==> config.mk <==
export PLATFORM = sky130hd
export DESIGN_NAME = cook_sequencer
export DESIGN_NICKNAME = d
export VERILOG_FILES = /design/src/rtl/oven_pkg.sv /design/src/rtl/bcd_digit_dec.sv /design/src/rtl/cook_sequencer.sv
export SDC_FILE = /design/constraint.sdc
export NUM_CORES = 1
export LEC_CHECK = 0
export BUFFER_PORTS_ARGS = -buffer_cell sky130_fd_sc_hd__buf_4
export CAP_MARGIN = 20
export CORE_MARGIN = 3
export CORE_UTILIZATION = 45
export CTS_CLUSTER_SIZE = 25
export DETAILED_ROUTE_END_ITERATION = 7
export PLACE_DENSITY = 0.66
export REMOVE_ABC_BUFFERS = 1
export SLEW_MARGIN = 40
export SYNTH_ARGS = -nofsm -noshare
export SYNTH_HDL_FRONTEND = slang
export SYNTH_SLANG_ARGS = --single-unit
==> constraint.sdc <==
create_clock -name clock_in -period 2.5 [get_ports clock_in]
set_input_delay 0.5 -clock clock_in [delete_from_list [all_inputs] [get_ports clock_in]]
set_output_delay 0.5 -clock clock_in [all_outputs]
set_load 0.01 [all_outputs]
==> src/rtl/oven_pkg.sv <==
// Shared definitions for the microwave oven controller: FSM state encodings,
// BCD digit limits and the per-digit wrap value used by the countdown chain.
package oven_pkg;

  localparam int DIGIT_W = 4;

  typedef enum logic [2:0] {
    ST_IDLE  = 3'd0,
    ST_SET   = 3'd1,
    ST_COOK  = 3'd2,
    ST_PAUSE = 3'd3,
    ST_DONE  = 3'd4
  } state_t;

  localparam logic [DIGIT_W-1:0] BCD_MAX_ONES = 4'd9;
  localparam logic [DIGIT_W-1:0] BCD_MAX_TENS = 4'd5;
  localparam logic [15:0]        TIME_ZERO    = 16'h0000;

  // Digit 1 is the seconds-tens digit; every other digit wraps to 9.
  function automatic logic [DIGIT_W-1:0] digit_max(input int idx);
    return (idx == 1) ? BCD_MAX_TENS : BCD_MAX_ONES;
  endfunction

endpackage

==> src/rtl/bcd_digit_dec.sv <==
// One BCD digit of the countdown: decrements when enabled, wrapping to max_val
// and raising borrow_out when the digit was already zero.
module bcd_digit_dec
  import oven_pkg::*;
(
  input  logic [DIGIT_W-1:0] digit,
  input  logic               dec_en,
  input  logic [DIGIT_W-1:0] max_val,
  output logic [DIGIT_W-1:0] digit_next,
  output logic               borrow_out
);

  always_comb begin
    digit_next = digit;
    borrow_out = 1'b0;
    if (dec_en) begin
      if (digit == '0) begin
        digit_next = max_val;
        borrow_out = 1'b1;
      end else begin
        digit_next = digit - 4'd1;
      end
    end
  end

endmodule

==> src/rtl/cook_sequencer.sv <==
// Microwave cook controller: keypad digit capture into MM:SS, 1 Hz countdown
// with magnetron drive, start/stop/clear handling and door interlock.
module cook_sequencer
  import oven_pkg::*;
#(
  parameter int DONE_TICKS = 3,
  parameter int DIGITS     = 4
) (
  input  logic                  clock_in,
  input  logic                  reset,
  input  logic                  load_,
  input  logic [3:0]            bcd_in,
  input  logic                  tick_1hz,
  input  logic                  start_,
  input  logic                  stop_,
  input  logic                  clear_,
  input  logic                  door_closed,
  output logic                  enable_,
  output logic                  mag_on,
  output logic                  done,
  output logic [4*DIGITS-1:0]   time_bcd,
  output logic [2:0]            state
);

  localparam int CNT_W = (DONE_TICKS > 1) ? $clog2(DONE_TICKS) : 1;

  state_t                state_q, state_d;
  logic [4*DIGITS-1:0]   time_q, time_d;
  logic [CNT_W-1:0]      cnt_q, cnt_d;
  // Button bits are ordered {load_, start_, stop_, clear_}.
  logic [3:0]            in_q, in_d;
  logic [3:0]            prev_q, prev_d;
  logic [3:0]            bcd_q, bcd_d;

  logic [3:0]            ev;
  logic                  ev_load, ev_start, ev_stop, ev_clear;
  logic                  load_ok, time_zero, dec_zero;
  logic [4*DIGITS-1:0]   time_dec;
  logic [DIGITS:0]       borrow;

  assign ev       = prev_q & ~in_q;
  assign ev_load  = ev[3];
  assign ev_start = ev[2];
  assign ev_stop  = ev[1];
  assign ev_clear = ev[0];

  // bcd_q is captured alongside load_ so the digit lines up with its event.
  assign load_ok   = ev_load && (bcd_q <= BCD_MAX_ONES);
  assign time_zero = (time_q == TIME_ZERO);
  assign dec_zero  = (time_dec == TIME_ZERO);

  assign borrow[0] = 1'b1;

  genvar gi;
  generate
    for (gi = 0; gi < DIGITS; gi++) begin : g_dig
      bcd_digit_dec u_dec (
        .digit      (time_q[4*gi +: 4]),
        .dec_en     (borrow[gi]),
        .max_val    (digit_max(gi)),
        .digit_next (time_dec[4*gi +: 4]),
        .borrow_out (borrow[gi+1])
      );
    end
  endgenerate

  always_comb begin
    in_d    = {load_, start_, stop_, clear_};
    prev_d  = in_q;
    bcd_d   = bcd_in;
    state_d = state_q;
    time_d  = time_q;
    cnt_d   = cnt_q;

    case (state_q)
      ST_IDLE, ST_SET: begin
        if (ev_clear) begin
          state_d = ST_IDLE;
          time_d  = TIME_ZERO;
        end else if (state_q == ST_SET && ev_start && door_closed && !time_zero) begin
          state_d = ST_COOK;
        end else if (load_ok) begin
          time_d  = {time_q[4*DIGITS-5:0], bcd_q};
          state_d = ST_SET;
        end
      end

      ST_COOK: begin
        if (ev_clear) begin
          state_d = ST_IDLE;
          time_d  = TIME_ZERO;
        end else if (ev_stop || !door_closed) begin
          state_d = ST_PAUSE;
        end else if (tick_1hz && !borrow[DIGITS]) begin
          // A full borrow-out would mean counting below 00:00; never apply it.
          time_d = time_dec;
          if (dec_zero) begin
            state_d = ST_DONE;
            cnt_d   = '0;
          end
        end
      end

      ST_PAUSE: begin
        if (ev_clear || ev_stop) begin
          state_d = ST_IDLE;
          time_d  = TIME_ZERO;
        end else if (ev_start && door_closed) begin
          state_d = ST_COOK;
        end
      end

      ST_DONE: begin
        if (ev_clear || ev_stop || ev_start) begin
          state_d = ST_IDLE;
        end else if (tick_1hz) begin
          if (cnt_q == CNT_W'(DONE_TICKS - 1)) begin
            state_d = ST_IDLE;
          end else begin
            cnt_d = cnt_q + 1'b1;
          end
        end
      end

      default: begin
        state_d = ST_IDLE;
        time_d  = TIME_ZERO;
      end
    endcase
  end

  always_ff @(posedge clock_in) begin
    if (reset) begin
      state_q <= ST_IDLE;
      time_q  <= '0;
      cnt_q   <= '0;
      in_q    <= '1;
      prev_q  <= '1;
      bcd_q   <= '0;
    end else begin
      state_q <= state_d;
      time_q  <= time_d;
      cnt_q   <= cnt_d;
      in_q    <= in_d;
      prev_q  <= prev_d;
      bcd_q   <= bcd_d;
    end
  end

  assign enable_  = !(state_q == ST_IDLE || state_q == ST_SET);
  assign mag_on   = (state_q == ST_COOK) && door_closed;
  assign done     = (state_q == ST_DONE);
  assign time_bcd = time_q;
  assign state    = state_q;

endmodule

==> impl_metrics.py, run 1 <==
metrics = {
    "status": {
        "status": "finished, final reports clean",
    },
    "grt": {
        "grt_most_used_layer": "met2",
        "met3_usage_pct": 4.959,
        "met1_usage_pct": 26.82,
        "grt_pass1_vias": 1841,
        "use_met2_pct": 33.47,
        "antenna_found_initial": 0,
        "grt_first_pass_wirelength_um": 8721,
        "overflow": 0,
        "grt_max_degree": 38,
        "grt.total_usage_pct": 20.78,
    },
    "place": {
        "postPlaceCellArea_um2": 2380,
        "dp_hpwl_um": 3680,
        "gp_congestion": 0.8595,
        "portBuffers": 33,
    },
    "floorplanning": {
        "initial_core_util_pct": 48.49,
        "die_area_um2": 5303,
        "core-area_um2": 4144,
        "fp.dieW_um": 72.83,
        "die-height_um": 72.83,
        "placementRows": 23,
        "ios": 34,
    },
    "setup_path": {
        "cp-end-kind": "flip-flop",
        "cp.required_ns": 2.68,
        "worst_path_largest_cell_delay_ns": 0.61,
        "r2r_start": "time_bcd[4]",
        "path_max_fanout": 9,
        "reg2regPathDepth": 6,
        "path_cells": "or4_4 -> nor3_1 -> and4b_1 -> and4b_4 -> a31oi_4 -> mux2_4",
        "critical_path_class": "flip-flop to flip-flop",
        "cp-start-kind": "flip-flop",
        "startpoint": "time_bcd[4]",
        "arrival_ns": 2.47,
        "crit_path_top_delay_cell": "or4_4",
    },
    "cts": {
        "ctsHtreeMaxLevel": 2,
        "cts_made_buffers": 5,
        "clk_pin_slew_worst_paths_ns": 0.07,
        "cts_setup_buffers": 0,
        "clockBufferDepth": 2,
        "numClockSinks": 33,
        "root_buffer": "clkbuf_8",
        "clkLatencyLatePin_ns": 0.29,
        "cts_tree": "yes",
    },
    "synthesis": {
        "yosysWarnings": 0,
        "ys_seq_elements": 33,
        "synth_fa_ha_area_share_pct": 0.6227,
        "netlist_instances": 230,
        "ys.flop_type": "dfxtp_1",
        "ys_seq_area_share_pct": 32.88,
        "synth.avg_cell_area_um2": 8.737,
        "synth-async-reset-ratio_pct": 0,
        "syn-cell-area_um2": 2009,
        "synth_cell_type_count": 54,
        "synth_compound_area_share_pct": 30.57,
        "yosys.area_share.simple_pct": 25.65,
        "synth.area.mux_share_pct": 3.923,
        "synth_edf_count": 0,
        "synth_xor_area_share_pct": 0.8717,
        "synth_top_family_by_area": "compound AO/OA/AOI/OAI gates",
    },
    "final_layout": {
        "final_util_pct": 61.23,
        "stdcell_area_um2": 2537,
        "areaGrowthSynthToFinish_pct": 26.28,
        "finish.net_count": 286,
        "n_antenna_cell": 0,
        "drive_above_1_share_pct": 33.94,
    },
    "hold_path": {
        "worstHoldPathType": "input port to flip-flop",
        "min_path_cells": 2,
        "hold_start": "start_",
    },
    "route": {
        "vias": 1960,
        "dr.pass1.iters": 5,
        "post_drt_via_cell_ratio": 6.049,
        "routedWlPerCell_um": 16.06,
        "drtAntennaViolNets": 0,
        "drc": 0,
        "drt_iter0_drc": 127,
        "finalWirelength_um": 5205,
    },
    "pwr": {
        "finalPower_w": 0.001694,
        "p_leak_nw": 0.9872,
        "ir_worst_vdd_mv": 0.4479,
        "p_per_area_nw_per_um2": 667.7,
    },
    "timing": {
        "slew_violations": 0,
        "final_hold_viol_count": 0,
        "fin_skew_ns": 0.003207,
        "finalSetupTns_ns": 0,
        "rsz0062_at_grt": "false",
        "period_minus_slack_ns": 2.291,
        "setup_violations": 0,
        "worst_slew_pin_slew_ns": 0.8625,
        "fmax_mhz": 436.5,
        "period_share_pct": 91.65,
        "relSlewSlack_pct": 42.18,
    },
    "run": {
        "drv_cap": 0,
    },
}
==> layout make-up <==
class / count / area, µm²
clock buffer: 6 / 82.58
clock inverter: 2 / 37.54
fill: 384 / 1607
inverter: 6 / 22.52
multi-input combinational: 175 / 1281
sequential: 33 / 660.6
tap: 50 / 62.56
timing repair buffer: 52 / 390.4
==> final timing paths <==
| kind | endpoint | slack, ns |
|---|---|---|
| worst max-delay path | cnt_q[0] | 0.21 |
| worst min-delay path | in_q[2] | 0.39 |
| worst max register to register | cnt_q[0] | 0.21 |
| worst min register to register | prev_q[3] | 0.46 |
==> layer usage <==
metal	routed length, µm	up-vias	part of all wire [%]
li1	-	965	-
met1	2376	932	46
met2	2477	58	48
met3	304	5	5.8
met4	46	0	0.88
met5	0	-	0
==> registers in the layout, summed over array words and instances (netlist names) <==
register / cells
bcd_q: 4
cnt_q: 2
in_q: 4
prev_q: 4
state: 3
time_bcd: 16
==> metrics by stage <==
stage / setup slack [ns] / hold WS (ns) / cells
finish: 0.2088 / 0.3910 / 324
global route: 0.07413 / 0.3863 / 324
CTS: 0.1023 / 0.3881 / 323
detailed placement: 0.1316 / 0.4443 / 315
global placement: 0.1561 / 0.4277 / 315
floorplan: 0.2866 / 0.4178 / 213
==> Yosys cell counts (3+ instances only) <==
cell type	count	area share, %
nand4b_1	3	1.3
clkbuf_1	8	1.5
o21ai_0	11	2.7
o311ai_1	3	1.3
or2_2	9	2.8
nor2_1	19	3.5
a311oi_1	4	1.7
or4_1	3	1.1
a311oi_2	8	6.0
buf_2	7	1.7
inv_1	6	1.1
mux2i_1	3	1.5
a21oi_1	26	6.5
nand2b_1	5	1.6
nor4_1	3	0.93
a22oi_1	6	2.2
o41ai_1	4	1.7
nor2b_1	8	2.5
dfxtp_1	33	33
nand2_1	12	2.2
nor3_1	6	1.5
==> power by group <==
part	total (W)	leakage [nW]	switching (W)	internal (W)
combinational	0.000550	0.658	0.000297	0.000253
sequential	0.000618	0.272	0.0000492	0.000568
clock	0.000526	0.0574	0.000202	0.000324
total	0.00169	0.987	0.000549	0.00115
==> logic make-up (layout without fill, tap and decap cells) <==
logic type	after synthesis	after routing
XOR/XNOR	2	2
multiplexers	7	7
AO/OA/AOI/OAI	78	79
AND/OR/NAND/NOR	86	86
adder cells (fa/ha/maj)	1	1
buffers and inverters	23	66
flip-flops	33	33
==> critical path: cells and delay by family, from the launching register on <==
kind / cells / cell delay [ns]
simple gates: 4 / 1.36
mux: 1 / 0.31
flops: 1 / 0.40
compound gates: 1 / 0.11
==> what timing repair did <==
item | CTS | global route
setup endpoints to repair | 0 | 12
resized for setup | 0 | 3
hold buffers | 0 | 0
==> placed cells by master (no fill, tap or decap), types with 3 or more instances in the layout <==
cell and count:
buf_4 52, a21oi_1 26, a311oi_1 4, inv_1 6, or4_1 3, clkbuf_8 6
nand2_1 12, o21ai_0 11, mux2i_1 3, o41ai_1 4, nand2b_1 5, nor2_1 19
nor2b_1 8, or2_2 9, a22oi_1 6, nand4b_1 3, nor3_1 6, o311ai_1 3
a311oi_2 7, dfxtp_1 33
Note: power is estimated with default switching activity, not from simulation.
==> run 2: changes to the inputs <==
Settings changed: CORE_ASPECT_RATIO from default to 1.5, MAX_ROUTING_LAYER from default to met4.
==> impl_metrics.py, run 2 (synthesis gave the netlist of run 1 again) <==
metrics = {
    "timing": {
        "rsz0062_at_grt": "false",
        "finalSetupTns_ns": 0,
        "fmax_mhz": 457.2,
        "fin_skew_ns": 0.01187,
        "final_hold_viol_count": 0,
        "relSlewSlack_pct": 57.56,
        "worst_slew_pin_slew_ns": 0.6327,
        "period_minus_slack_ns": 2.187,
        "slew_violations": 0,
        "period_share_pct": 87.48,
        "setup_violations": 0,
        "setup_ws_ns": 0.3129,
    },
    "route": {
        "finalWirelength_um": 4986,
        "post_drt_via_cell_ratio": 6.016,
        "vias": 1907,
        "drc": 0,
        "dr.pass1.iters": 4,
        "drtAntennaViolNets": 0,
        "drt_iter0_drc": 84,
        "routedWlPerCell_um": 15.73,
    },
    "setup_path": {
        "worst_path_largest_cell_delay_ns": 0.58,
        "critical_path_class": "flip-flop to flip-flop",
        "cp-end-kind": "flip-flop",
        "cp-start-kind": "flip-flop",
        "crit_path_top_delay_cell": "or4_4",
        "cp.required_ns": 2.67,
        "critPathBufInv": 0,
        "path_cells": "or4_4 -> nor3_1 -> and4b_1 -> and4b_4 -> a31oi_4 -> mux2_4",
        "path_max_fanout": 8,
        "arrival_ns": 2.36,
        "critPathTopFamily": "simple AND/OR/NAND/NOR gates",
    },
    "final_layout": {
        "final_common_cell": "buf_4",
        "areaGrowthSynthToFinish_pct": 22.73,
        "drive_above_1_share_pct": 32.47,
        "n_antenna_cell": 0,
        "final_util_pct": 57.60,
        "finish.net_count": 284,
        "stdcell_area_um2": 2466,
        "most-common-layout-cells": "buf_4, dfxtp_1, a21oi_1",
        "largest_reg_flops": 16,
    },
    "floorplanning": {
        "core-area_um2": 4282,
        "die-height_um": 87.84,
        "initial_core_util_pct": 46.93,
        "placementRows": 29,
        "fp.dieW_um": 60.56,
        "die_area_um2": 5320,
        "ios": 34,
    },
    "pwr": {
        "p_leak_nw": 0.9662,
        "ir_worst_vdd_mv": 0.4465,
        "p_per_area_nw_per_um2": 626.0,
    },
    "grt": {
        "antenna_found_initial": 0,
        "grt_pass1_vias": 1829,
        "grt.total_usage_pct": 21.13,
        "grt_first_pass_wirelength_um": 8390,
        "overflow": 0,
        "grt_max_degree": 38,
    },
    "cts": {
        "root_buffer": "clkbuf_8",
        "clk_pin_slew_worst_paths_ns": 0.07,
        "cts_tree": "yes",
        "cts_resized": 0,
        "numClockSinks": 33,
        "clockBufferDepth": 2,
        "cts_setup_buffers": 0,
        "cts_hold_buf": 0,
        "clkLatencyLatePin_ns": 0.29,
        "ctsHtreeMaxLevel": 2,
        "cts_made_buffers": 5,
    },
    "place": {
        "portBuffers": 33,
        "dp_hpwl_um": 3605,
        "gp_congestion": 0.8169,
        "post-place-ws_ns": 0.2724,
        "postPlaceCellArea_um2": 2380,
    },
    "run": {
        "drv_cap": 0,
    },
    "status": {
        "status": "finished, final reports clean",
    },
    "hold_path": {
        "worstHoldPathType": "input port to flip-flop",
    },
}
-- run 2: changes by cell type in the layout (fill, tap and decap cells not counted) --
cell / delta
a311oi_2: +1
a311oi_4: -1
buf_12: +1
buf_4: -2
bufinv_16: -1
clkbuf_1: +1
clkinvlp_4: -1
nor4_1: +1
nor4_2: -1
o22ai_4: -1
-- run 2: layout make-up --
class / count / area, µm²
Timing Repair Buffer: 51 / 395.4
Sequential cell: 33 / 660.6
Multi-Input combinational cell: 174 / 1244
Inverter: 6 / 22.52
Clock buffer: 7 / 86.33
Fill cell: 422 / 1815
Tap cell: 46 / 57.56
-- run 2: worst paths after layout --
check	cells past startpoint	start	slack [ns]	endpoint
setup reg to reg	6	time_bcd[5]	0.31	cnt_q[0]
hold / removal	2	clear_	0.40	in_q[0]
hold reg to reg	1	in_q[1]	0.44	prev_q[1]
setup / recovery	6	time_bcd[5]	0.31	cnt_q[0]
-- run 2: metal layers --
layer,vias to the layer above,wire length (µm),GRT usage (%)
met4,0,126,10.45
met5,-,0,-
met1,898,2067,23.48
met3,10,154,3.245
li1,955,-,-
met2,44,2638,35.64
-- run 2: through the flow --
step	hold slack (ns)	cells	power, W
final	0.4041	317	0.001544
after global routing	0.3994	317	0.001645
after CTS	0.3964	317	0.001559
after detailed placement	0.4372	310	0.001152
after global placement	0.4264	310	0.001147
after floorplan	0.4178	213	0.0009438
-- run 2: where the power goes --
group / total (W) / internal (W) / switching [W]
clock: 0.000403 / 0.000218 / 0.000185
combinational: 0.000521 / 0.000247 / 0.000273
sequential: 0.000620 / 0.000569 / 0.0000518
total: 0.00154 / 0.00103 / 0.000510
